==> src/rtl/pipelined_barrel_shifter_pkg.sv <==
// Shared SHA-256 datapath types: shift/rotate op encoding.
// Used by the pipelined barrel shifter and its stages.
package sha_datapath_pkg;

    localparam logic [1:0] OP_SHL  = 2'b00;
    localparam logic [1:0] OP_SHR  = 2'b01;
    localparam logic [1:0] OP_SRA  = 2'b10;
    localparam logic [1:0] OP_ROTR = 2'b11;

    typedef enum logic [1:0] {
        SHL  = OP_SHL,
        SHR  = OP_SHR,
        SRA  = OP_SRA,
        ROTR = OP_ROTR
    } shift_op_e;

endpackage

==> src/rtl/pipelined_barrel_shifter_if.sv <==
// Valid/ready bundle for the barrel shifter: request side
// (in_*) and result side (out_*); slave is the shifter.
interface pipelined_barrel_shifter_if #(
    parameter int WIDTH = 32,
    parameter int TAG_W = 8
);
    localparam int SHAMT_W = $clog2(WIDTH);

    logic               in_valid;
    logic               in_ready;
    logic [WIDTH-1:0]   in_data;
    logic [SHAMT_W-1:0] in_shamt;
    logic [1:0]         in_op;
    logic [TAG_W-1:0]   in_tag;
    logic               out_valid;
    logic               out_ready;
    logic [WIDTH-1:0]   out_data;
    logic [TAG_W-1:0]   out_tag;

    modport master (
        output in_valid, in_data, in_shamt, in_op, in_tag,
        output out_ready,
        input  in_ready, out_valid, out_data, out_tag
    );

    modport slave (
        input  in_valid, in_data, in_shamt, in_op, in_tag,
        input  out_ready,
        output in_ready, out_valid, out_data, out_tag
    );

endinterface

==> src/rtl/pipelined_barrel_shifter_stage.sv <==
// One registered shift stage of distance 2**STAGE.
// PIPELINED_BARREL_SHIFTER_ROTATE_EN enables ROTR wrap.
module barrel_shift_stage
    import sha_datapath_pkg::*;
#(
    parameter int WIDTH   = 32,
    parameter int TAG_W   = 8,
    parameter int SHAMT_W = 5,
    parameter int STAGE   = 0
) (
    input  logic               clock,
    input  logic               reset_n,
    input  logic               upValid,
    output logic               upReady,
    input  logic [WIDTH-1:0]   upData,
    input  logic [SHAMT_W-1:0] upShamt,
    input  shift_op_e          upOp,
    input  logic [TAG_W-1:0]   upTag,
    input  logic               dnReady,
    output logic               dnValid,
    output logic [WIDTH-1:0]   dnData,
    output logic [SHAMT_W-1:0] dnShamt,
    output shift_op_e          dnOp,
    output logic [TAG_W-1:0]   dnTag
);

    localparam int DIST = 1 << STAGE;

    logic             load;
    logic [WIDTH-1:0] shifted;

    // Empty slots accept even while downstream stalls.
    assign load    = !dnValid || dnReady;
    assign upReady = load;

    // SRA keeps the operand MSB in place, so the sign rides along.
    always_comb begin
        shifted = upData;
        if (upShamt[STAGE]) begin
            unique case (1'b1)
                upOp == SHL:  shifted = upData << DIST;
                upOp == SRA:  shifted = $signed(upData) >>> DIST;
`ifdef PIPELINED_BARREL_SHIFTER_ROTATE_EN
                upOp == ROTR: shifted = {upData[DIST-1:0],
                                         upData[WIDTH-1:DIST]};
`endif
                default:      shifted = upData >> DIST;
            endcase
        end
    end

    always_ff @(posedge clock or negedge reset_n) begin
        if (!reset_n) begin
            dnValid <= 1'b0;
            dnData  <= '0;
            dnShamt <= '0;
            dnOp    <= SHL;
            dnTag   <= '0;
        end else if (load) begin
            dnValid <= upValid;
            if (upValid) begin
                dnData  <= shifted;
                dnShamt <= upShamt;
                dnOp    <= upOp;
                dnTag   <= upTag;
            end
        end
    end

endmodule

==> src/rtl/pipelined_barrel_shifter.sv <==
// log2(WIDTH)-stage shift/rotate pipeline, LSB distance first.
// ROTR wrap controlled by PIPELINED_BARREL_SHIFTER_ROTATE_EN.
module pipelined_barrel_shifter
    import sha_datapath_pkg::*;
#(
    parameter int WIDTH = 32,
    parameter int TAG_W = 8
) (
    input logic                        clock,
    input logic                        reset_n,
    pipelined_barrel_shifter_if.slave  bus
);

    localparam int SHAMT_W = $clog2(WIDTH);

    logic [SHAMT_W:0]              valid;
    logic [SHAMT_W:0]              ready;
    logic [SHAMT_W:0][WIDTH-1:0]   data;
    logic [SHAMT_W:0][SHAMT_W-1:0] shamt;
    logic [SHAMT_W:0][TAG_W-1:0]   tag;
    shift_op_e                     op [SHAMT_W+1];
    logic                          unusedCtl;

    assign valid[0] = bus.in_valid;
    assign data[0]  = bus.in_data;
    assign shamt[0] = bus.in_shamt;
    assign op[0]    = shift_op_e'(bus.in_op);
    assign tag[0]   = bus.in_tag;
    assign bus.in_ready = ready[0];

    assign ready[SHAMT_W] = bus.out_ready;
    assign bus.out_valid  = valid[SHAMT_W];
    assign bus.out_data   = data[SHAMT_W];
    assign bus.out_tag    = tag[SHAMT_W];

    // Final stage control is consumed and has no reader.
    assign unusedCtl = ^{shamt[SHAMT_W], op[SHAMT_W]};

    for (genvar k = 0; k < SHAMT_W; k++) begin : gStage
        barrel_shift_stage #(
            .WIDTH   (WIDTH),
            .TAG_W   (TAG_W),
            .SHAMT_W (SHAMT_W),
            .STAGE   (k)
        ) uStage (
            .clock   (clock),
            .reset_n (reset_n),
            .upValid (valid[k]),
            .upReady (ready[k]),
            .upData  (data[k]),
            .upShamt (shamt[k]),
            .upOp    (op[k]),
            .upTag   (tag[k]),
            .dnReady (ready[k+1]),
            .dnValid (valid[k+1]),
            .dnData  (data[k+1]),
            .dnShamt (shamt[k+1]),
            .dnOp    (op[k+1]),
            .dnTag   (tag[k+1])
        );
    end

endmodule
==> src/flat_wrapper.sv <==
// flat-port wrapper written by rule: the top's interface ports become plain ports
module pipelined_barrel_shifter_flat import sha_datapath_pkg::*;
#(
    parameter int WIDTH = 32,
    parameter int TAG_W = 8
)
  (clock, reset_n, bus_in_valid, bus_in_data, bus_in_shamt, bus_in_op, bus_in_tag, bus_out_ready, bus_in_ready, bus_out_valid, bus_out_data, bus_out_tag);
  pipelined_barrel_shifter_if #(.WIDTH(WIDTH), .TAG_W(TAG_W)) bus_i ();
  input logic clock;
  input logic reset_n;
  input wire logic [$bits(bus_i.in_valid)-1:0] bus_in_valid;
  input wire logic [$bits(bus_i.in_data)-1:0] bus_in_data;
  input wire logic [$bits(bus_i.in_shamt)-1:0] bus_in_shamt;
  input wire logic [$bits(bus_i.in_op)-1:0] bus_in_op;
  input wire logic [$bits(bus_i.in_tag)-1:0] bus_in_tag;
  input wire logic [$bits(bus_i.out_ready)-1:0] bus_out_ready;
  output wire logic [$bits(bus_i.in_ready)-1:0] bus_in_ready;
  output wire logic [$bits(bus_i.out_valid)-1:0] bus_out_valid;
  output wire logic [$bits(bus_i.out_data)-1:0] bus_out_data;
  output wire logic [$bits(bus_i.out_tag)-1:0] bus_out_tag;
  assign bus_i.in_valid = bus_in_valid;
  assign bus_i.in_data = bus_in_data;
  assign bus_i.in_shamt = bus_in_shamt;
  assign bus_i.in_op = bus_in_op;
  assign bus_i.in_tag = bus_in_tag;
  assign bus_i.out_ready = bus_out_ready;
  assign bus_in_ready = bus_i.in_ready;
  assign bus_out_valid = bus_i.out_valid;
  assign bus_out_data = bus_i.out_data;
  assign bus_out_tag = bus_i.out_tag;
  pipelined_barrel_shifter #(.WIDTH(WIDTH), .TAG_W(TAG_W)) u_core (.clock(clock), .reset_n(reset_n), .bus(bus_i));
endmodule
==> config.mk <==
export PLATFORM = sky130hd
export DESIGN_NAME = pipelined_barrel_shifter_flat
export DESIGN_NICKNAME = d
export VERILOG_FILES = /design/src/rtl/pipelined_barrel_shifter_pkg.sv /design/src/rtl/pipelined_barrel_shifter_if.sv /design/src/rtl/pipelined_barrel_shifter_stage.sv /design/src/rtl/pipelined_barrel_shifter.sv /design/src/flat_wrapper.sv
export SDC_FILE = /design/constraint.sdc
export NUM_CORES = 1
export LEC_CHECK = 0
export BUFFER_PORTS_ARGS = -buffer_cell sky130_fd_sc_hd__buf_2
export CAP_MARGIN = 20
export CORE_MARGIN = 1.5
export CORE_UTILIZATION = 61
export DETAILED_ROUTE_END_ITERATION = 8
export HOLD_SLACK_MARGIN = 0.02
export PLACE_DENSITY = 0.8
export SYNTH_ARGS = -nofsm -noshare
export SYNTH_HDL_FRONTEND = slang
export SYNTH_HIERARCHICAL = 1
export SYNTH_SLANG_ARGS = --single-unit
==> constraint.sdc <==
create_clock -name clock -period 4.17 [get_ports clock]
set_input_delay 0.2085 -clock clock [delete_from_list [all_inputs] [get_ports clock]]
set_output_delay 0.2085 -clock clock [all_outputs]
set_load 0.01 [all_outputs]
Word-level counts from Yosys, hierarchy flattened
Index checks and enable logic that the tools add are counted.

Equality and inequality tests: 5. Muxes and demuxes: 10. Reduce and logical (&&, ||, !) cells: 20.

Operator list (number): $pmux 32 s2 (5); $mux 32 (5); $eq 2x2->1 const B (5); $logic_not 2->1 (5); $reduce_and 2->1 (5); $logic_not 1->1 (5); $logic_or 1x1->1 (5).

Output and inout bits: 42. Logic and storage cells: 58. Bits of input ports: 51. Bits in registers: 233.

Longest topological paths before layout
Gate-level depths: netlist (run 1).

Word-level depth: 7. Mapped depth: 16. Gate-level depth less buffers: 7.

By module
Netlist (run 1), hierarchy kept.

By module, submodules not included: barrel_shift_stage (u_core.gStage[0].uStage) (sequential area each 1201.2 µm², area an instance 2861.5 µm², cells each 253, instances 1); barrel_shift_stage (u_core.gStage[1].uStage) (sequential area each 1201.2 µm², area an instance 2817.7 µm², cells each 254, instances 1); barrel_shift_stage (u_core.gStage[2].uStage) (sequential area each 1201.2 µm², area an instance 2612.5 µm², cells each 248, instances 1); barrel_shift_stage (u_core.gStage[3].uStage) (sequential area each 1201.2 µm², area an instance 2497.4 µm², cells each 223, instances 1); barrel_shift_stage (u_core.gStage[4].uStage) (sequential area each 1201.2 µm², area an instance 2296.0 µm², cells each 206, instances 1).

Least setup slack after synthesis (run 1)
OpenSTA, ideal clock, no wires.

Kind: register to register. Start: register u_core.gStage[4].uStage.dnValid. End: register u_core.gStage[0].uStage.dnData[10]. Data arrival time: 3091 ps. Path buffers: 9. Cell stages (with the launch flop): 17. Setup slack: 954 ps. Data required time: 4045 ps. Library setup time: 125 ps. Clock period less this slack: 3216 ps. Cells stage by stage: dfrtp_1 > nand2b_4 > buf_6 > clkbuf_1 > nand2b_4 > buf_6 > clkbuf_1 > nand2b_1 > clkbuf_1 > nand2b_4 > buf_6 > nand2b_4 > buf_6 > and2_4 > buf_12 > buf_12 > mux2_4.

Cells in the longest elaborated chain, start to end: 7.

RTL lines: start, declared (line pipelined_barrel_shifter_stage.sv:20) `output logic dnValid,`; start signal, assigned (line pipelined_barrel_shifter_stage.sv:60) `dnValid <= upValid;`; $logic_not 1->1 (line pipelined_barrel_shifter_stage.sv:33) `assign load = !dnValid || dnReady;`; $logic_or 1x1->1 (line pipelined_barrel_shifter_stage.sv:33); named net u_core.ready[4] (line pipelined_barrel_shifter.sv:17) `logic [SHAMT_W:0] ready;`; $logic_or 1x1->1 (line pipelined_barrel_shifter_stage.sv:33); named net u_core.ready[3] (line pipelined_barrel_shifter.sv:17); $logic_or 1x1->1 (line pipelined_barrel_shifter_stage.sv:33); named net u_core.ready[2] (line pipelined_barrel_shifter.sv:17); $logic_or 1x1->1 (line pipelined_barrel_shifter_stage.sv:33); named net u_core.ready[1] (line pipelined_barrel_shifter.sv:17); $logic_or 1x1->1 (line pipelined_barrel_shifter_stage.sv:33); named net bus_in_ready (line flat_wrapper.sv:17) `output wire logic [$bits(bus_i.in_ready)-1:0] bus_in_ready;`; $reduce_and 2->1 (no source line); end signal, assigned (line pipelined_barrel_shifter_stage.sv:62) `dnData <= shifted;`; end, declared (line pipelined_barrel_shifter_stage.sv:21) `output logic [WIDTH-1:0] dnData,`.

The timed path passes the listed nets, and every way through them passes these cells. A chain may end at the register's enable or synchronous reset.

Final worst setup path (run 1)
Start: register u_core.gStage[4].uStage.dnValid. End: register u_core.gStage[0].uStage.dnData[0].

Cells in the longest elaborated chain, start to end: 7.

RTL lines (line): $logic_not 1->1 (pipelined_barrel_shifter_stage.sv:33); $logic_or 1x1->1 (pipelined_barrel_shifter_stage.sv:33); named net u_core.ready[4] (pipelined_barrel_shifter.sv:17); $logic_or 1x1->1 (pipelined_barrel_shifter_stage.sv:33); named net u_core.ready[3] (pipelined_barrel_shifter.sv:17); $logic_or 1x1->1 (pipelined_barrel_shifter_stage.sv:33); named net u_core.ready[2] (pipelined_barrel_shifter.sv:17); $logic_or 1x1->1 (pipelined_barrel_shifter_stage.sv:33); named net u_core.ready[1] (pipelined_barrel_shifter.sv:17); $logic_or 1x1->1 (pipelined_barrel_shifter_stage.sv:33); $reduce_and 2->1 (no source line).

The timed path passes the listed nets, and every way through them passes these cells.

==> summary.md, run 1 <==
| Metric | Value |
|---|---|
| Status | finished, final reports clean |
| Mean Syn Cell Area | roughly 11 µm² |
| Die ar. | 21300 µm² |
| Max_slew headroom | 32.8% |
| Total placed instance area | 12600 µm² |
| Global-route wire length before repair | between 40 and 50 mm |
| Via count of the first global-routing pass | ~8.5k |
| Post-CTS clock slew at the launch and capture registers of the worst setup and hold paths | around 60 ps |
| Cell family contributing the most delay on the critical path | simple AND/OR/NAND/NOR gates |
| Minimum clock period | 3640 ps |
| Number of placement rows | 52 |
| Die span in y | 146 µm |
| Area of all placed cells without fillers | 13700 µm² |
| Routed via count divided by cell count | 6.28 |
| Final cycle utilization of the critical path | 87.2% |
| Number of remaining DRC errors | 0 |
| Synth Net Count | 1201 |
| Largest net degree at the start of global routing | around 140 |
| Hold buffer count at cts | 16 |
| Global-route usage over all layers | between 20% and 30% |
| Worst Path Buf+Inv | 1 |
| Deepest level of the CTS H-tree | 1 |
| Synth Instances | ~1.2k |
| Count of pins on the block boundary | 93 |
| Post-detailed-route wirelength per cell | 19.0 µm |
| Cell with the most instances on the worst path | sky130_fd_sc_hd__nand2b_4 |
| Leakage | 5.79 nW |
| Data arrival time at the worst-slack endpoint | ~4000 ps |
| Global placement routability congestion | approximately 0.83 |
| Cell area after technology mapping | 12400 µm² |
| Violation count after the first detailed-route iteration | 854 |
| Placed cell count | 1403 |
| Hold Path Class | in -> reg |
| First-pass iteration count of the detailed router | 7 |
| Clock tree buffer depth | 3 |
| Detailed placer's ending HPWL | approximately 18 mm |
| Source-to-sink clock delay at the later pin of the worst-skew pair | 540 ps |
| Total number of vias | 9209 |
| Final global-route overflow total | 0 |
| Slowest CP cell | sky130_fd_sc_hd__and2_4 |
| Max-cap violation count | 0 |
| Maximum vdd ir drop | between 0.3 and 0.4 mV |
| Gates resized, CTS repair | 0 |
| ANT nets after route | 0 |
| Synthesis-to-layout area growth | 9.90% |
| Number of clock sinks | 223 |
| Final antenna diode count | 0 |
| Cell at the root of the clock tree | sky130_fd_sc_hd__clkbuf_16 |
| Type of the worst setup path | reg -> reg |
| Total of warnings raised by yosys | 6 |
| Clock tree from TritonCTS | built |
| Final routed wirelength across all metal layers | 27.8 mm |
| Final count of hold timing violations | 0 |
| Overall power | 9.52 mW |
| Core footprint | around 20000 µm² |
| CP required | 4580 ps |
| Initial Util | between 60% and 70% |
| Fraction of layout cells with a size suffix above 1 | 24.7% |
| Cells traversed along the worst timing path | nand2b_4, nand2b_4, nand2b_1, nand2b_4, nand2b_4, and2_4, a31oi_1, dlygate4sd3_1 |
| Number of non-filler instances in the completed layout | between 1k and 1.5k |
| Pins over their slew limit | 0 |
| Number of CTS-inserted buffers | 25 |
| Post-route clock skew | 23.0 ps |
| Initial antenna violation count | 0 |
| # port buffers | 92 |
| Kind of end point of the critical path | register |
| Width of the chip | 146 µm |
| Largest fanout of any net on the critical path | 43 |
| Power density cells | roughly 700 nW/µm² |
| Final #Nets | about 1.2k |
| Highest Clock Rate | roughly 280 MHz |
| Critical Path Start Type | register |
| Slew at the pin closest to its max-slew limit | 1010 ps |
| Number of failing setup endpoints in the final timing report | 0 |
| Total negative slack for setup checks | 0 ps |
| Delay of the slowest cell on the worst path | 670 ps |
| Setup repair after global routing missed its margin | no |
| Core Util, Final | approximately two thirds |
| Setup Fix Bufs, Post-CTS | 0 |
[flip-flops by register name, summed over array words and instances, names as in the netlist]
signal / count
u_core/gStage.uStage/dnData: 160
u_core/gStage.uStage/dnValid: 5
u_core/gStage.uStage/dnTag: 40
u_core/gStage.uStage/dnOp: 8
u_core/gStage.uStage/dnShamt: 10
[worst min-delay path: stages]
cell and delay, ps:
sky130_fd_sc_hd__buf_2 100, sky130_fd_sc_hd__nand2b_1 50, sky130_fd_sc_hd__nand3_1 70, sky130_fd_sc_hd__o22a_1 110
[cell type report]
type	instances	area, µm²
Timing Repair Buffer	125	778
Sequential cell	223	5580
Clock buffer	32	722
Tap cell	270	338
Clock inverter	14	171
Multi-Input combinational cell	788	6030
Fill cell	1452	6430
Inverter	14	52.6
[stage by stage]
step | worst slack [ps] | hold slack [ps]
floorplan | 954 | -87.1
global placement | 1040 | 414
detailed placement | 962 | 421
CTS | 592 | 30.0
global route | 385 | 65.4
finish | 535 | 43.2
[routing by layer]
| layer | global-route usage [%] | vias up | wire length (µm) |
|---|---|---|---|
| met2 | 42.4 | 295 | 13400 |
| met1 | 37.0 | 4538 | 12700 |
| met3 | 2.95 | 35 | 1300 |
| li1 | - | 4341 | - |
| met4 | 5.92 | 0 | 427 |
| met5 | 0 | - | 0 |
[worst paths after layout]
path,from,endpoint,slack (ps),depth (start not counted)
worst max-delay path,u_core/gStage[4].uStage/dnValid,u_core/gStage[0].uStage/dnData[0],530,8
worst min register to register,u_core/gStage[4].uStage/dnData[22],u_core/gStage[4].uStage/dnData[22],490,1
worst min-delay path,bus_in_data[31],u_core/gStage[0].uStage/dnData[31],40,4
max in group asynchronous,reset_n,u_core/gStage[2].uStage/dnData[24],2700,3
worst max register to register,u_core/gStage[4].uStage/dnValid,u_core/gStage[0].uStage/dnData[0],530,8
min in group asynchronous,reset_n,u_core/gStage[3].uStage/dnData[0],380,2
[where the power goes]
part	internal [mW]	switching (mW)
logic	1.64	1.65
clock network	1.42	0.906
registers	3.01	0.888
total	6.07	3.45
[layout by cell type (no fill, tap or decap), types with 31 or more instances in the layout]
| master | n |
|---|---|
| sky130_fd_sc_hd__dfrtp_1 | 223 |
| sky130_fd_sc_hd__a31oi_1 | 93 |
| sky130_fd_sc_hd__buf_2 | 91 |
| sky130_fd_sc_hd__nor2_1 | 85 |
| sky130_fd_sc_hd__o21ai_0 | 84 |
| sky130_fd_sc_hd__mux2_4 | 82 |
| sky130_fd_sc_hd__a21oi_1 | 64 |
| sky130_fd_sc_hd__or3b_1 | 63 |
| sky130_fd_sc_hd__o211ai_1 | 41 |
| sky130_fd_sc_hd__o2bb2ai_1 | 39 |
| sky130_fd_sc_hd__mux2_1 | 33 |
| sky130_fd_sc_hd__nand2_1 | 32 |
| sky130_fd_sc_hd__a211oi_1 | 31 |
Power figures use the tool's default switching activity.
==> run 2: changes to the inputs <==
Settings changed: CORE_UTILIZATION 61 to 51, PLACE_DENSITY 0.8 to 0.72.
Clock period 4.17 ns to 3.2 ns, I/O delays scaled along.
==> run 2 against run 1 <==
Compared with the run above:
- utilization down 9.8 points
- register-to-register slack better by 150 ps
- final cell count up 3.7%
- cell area up 0.80%
- global-route usage down 3.4 points
- sequential power up 32%
- critical path depth unchanged
==> summary.md, run 2 (synthesized netlist as in run 1, its figures left out) <==
| Metric | Value |
|---|---|
| Total number of vias | between 9k and 10k |
| Post-detailed-route wirelength per cell | 18.7 µm |
| Synthesis-to-layout area growth | 10.8% |
| Commonest cells after routing, fill and taps aside | 222 x sky130_fd_sc_hd__dfrtp_1, 93 x sky130_fd_sc_hd__a31oi_1, 91 x sky130_fd_sc_hd__buf_2, 85 x sky130_fd_sc_hd__nor2_1, 84 x sky130_fd_sc_hd__o21ai_0 |
| Cell with the most instances on the worst path | sky130_fd_sc_hd__nand2b_4 |
| Leakage | 5.81 nW |
| Most common cell after layout, fill and taps aside | sky130_fd_sc_hd__dfrtp_1 |
| Number of remaining DRC errors | 0 |
| Number of placement rows | 56 |
| Global placement routability congestion | 0.834 |
| Minimum clock period | 2520 ps |
| Final #Nets | around 1.2k |
| CP required | 3610 ps |
| Post-CTS clock slew at the launch and capture registers of the worst setup and hold paths | 70 ps |
| # port buffers | 92 |
| Register bank with the most flops | u_core/gStage.uStage/dnData |
| Max reg flops | between 150 and 200 |
| Largest fanout of any net on the critical path | 27 |
| Die ar. | 25300 µm² |
| Fraction of layout cells with a size suffix above 1 | 24.7% |
| Largest registers | u_core/gStage.uStage/dnData: 160 flops, u_core/gStage.uStage/dnTag: 40 flops, u_core/gStage.uStage/dnShamt: 10 flops |
| Cell family contributing the most delay on the critical path | simple AND/OR/NAND/NOR gates |
| Violation count after the first detailed-route iteration | 815 |
| Detailed placer's ending HPWL | 18.5 mm |
| Final cycle utilization of the critical path | 78.6% |
| Cells traversed along the worst timing path | nand2b_4, nand2b_4, nand2b_1, nand2b_4, nand2b_4, and2_4, a31oi_1, dlygate4sd3_1 |
| Setup Fix Bufs, Post-CTS | 0 |
| Final routed wirelength across all metal layers | 28.4 mm |
| Global-route wire length before repair | 46.8 mm |
| Die span in y | 159 µm |
| Width of the chip | 159 µm |
| Number of clock sinks | 223 |
| Via count of the first global-routing pass | 8541 |
| Slew at the pin closest to its max-slew limit | 973 ps |
| Final antenna diode count | 0 |
| Total negative slack for setup checks | 0 ps |
| Delay of the slowest cell on the worst path | between 500 and 600 ps |
| Clock tree from TritonCTS | built |
| Kind of end point of the critical path | register |
| Core Util, Final | 58.2% |
| Highest Clock Rate | 398 MHz |
| Status | finished, final reports clean |
| Setup repair after global routing missed its margin | no |
| Post-route clock skew | 34.0 ps |
| Deepest level of the CTS H-tree | 1 |
| Initial antenna violation count | 0 |
| Slowest CP cell | sky130_fd_sc_hd__dlygate4sd3_1 |
| Clock tree buffer depth | 3 |
| Source-to-sink clock delay at the later pin of the worst-skew pair | ~530 ps |
| Power density cells | 897 nW/µm² |
| Number of CTS-inserted buffers | 24 |
| Routed via count divided by cell count | 5.98 |
| Pins over their slew limit | 0 |
| First-pass iteration count of the detailed router | 8 |
| ANT nets after route | 0 |
| Count of pins on the block boundary | 93 |
| Largest net degree at the start of global routing | 100 |
| Maximum vdd ir drop | around 0.64 mV |
| Core footprint | 23700 µm² |
| Hold Path Class | in -> reg |
| Max_slew headroom | 35.1% |
| Final global-route overflow total | 0 |
| Hold buffer count at cts | 18 |
| Type of the worst setup path | reg -> reg |
| Gates resized, CTS repair | 0 |
| Final count of hold timing violations | 0 |
| Number of failing setup endpoints in the final timing report | 0 |
| Initial Util | a little over half |
| Global-route usage over all layers | 22.4% |
| Cell at the root of the clock tree | sky130_fd_sc_hd__clkbuf_16 |
| Max-cap violation count | 0 |
| Data arrival time at the worst-slack endpoint | 2930 ps |
| Critical Path Start Type | register |
| Worst Path Buf+Inv | 1 |
-- run 2: worst register-to-register path, delay by kind of cell (launching register included) --
family,cells,cell delay (ps)
buffers and inverters,1,590
AND/OR/NAND/NOR,6,1240
flip-flops,1,400
AO/OA/AOI/OAI,1,150
-- run 2: path summary, 6_finish.rpt --
path	cells after the start	end	start	slack, ps
worst max-delay path	8	u_core/gStage[0].uStage/dnData[0]	u_core/gStage[4].uStage/dnValid	680
worst min-delay path	4	u_core/gStage[0].uStage/dnData[2]	bus_in_data[1]	60
worst max register to register	8	u_core/gStage[0].uStage/dnData[0]	u_core/gStage[4].uStage/dnValid	680
worst min register to register	1	u_core/gStage[4].uStage/dnData[20]	u_core/gStage[4].uStage/dnData[20]	490
max in group asynchronous	3	u_core/gStage[0].uStage/dnShamt[1]	reset_n	2020
min in group asynchronous	2	u_core/gStage[1].uStage/dnData[14]	reset_n	270
-- run 2: final cells by class --
cell class / instances / area [µm²]
timing repair buffer: 132 / 853
tap: 319 / 399
fill: 2002 / 9900
clock inverter: 15 / 225
sequential: 223 / 5580
inverter: 14 / 52.6
clock buffer: 29 / 639
multi-input combinational: 788 / 6030
-- run 2: power breakdown --
| group | switching (mW) | total, mW | internal, mW |
|---|---|---|---|
| logic | 2.09 | 4.22 | 2.13 |
| registers | 1.21 | 5.14 | 3.93 |
| clock network | 1.16 | 3.00 | 1.84 |
-- run 2: routing by layer --
layer	part of all wire, %	GRT usage (%)
met1	47	32.5
met2	47	35.8
met3	4.3	2.42
met4	1.8	5.57
met5	0	0
-- run 2: metrics by stage --
stage	cells	total power [mW]	cell area, µm²	hold WS [ps]	setup WS (ps)
6_report	1520	12.4	13800	55.2	684
2_1_floorplan	1150	8.06	12400	-136	103
3_5_place_dp	1458	9.30	12700	258	905
3_3_place_gp	1458	9.18	12700	269	917
5_1_grt	1520	13.1	13800	46.4	572
4_1_cts	1520	12.4	13800	24.0	728
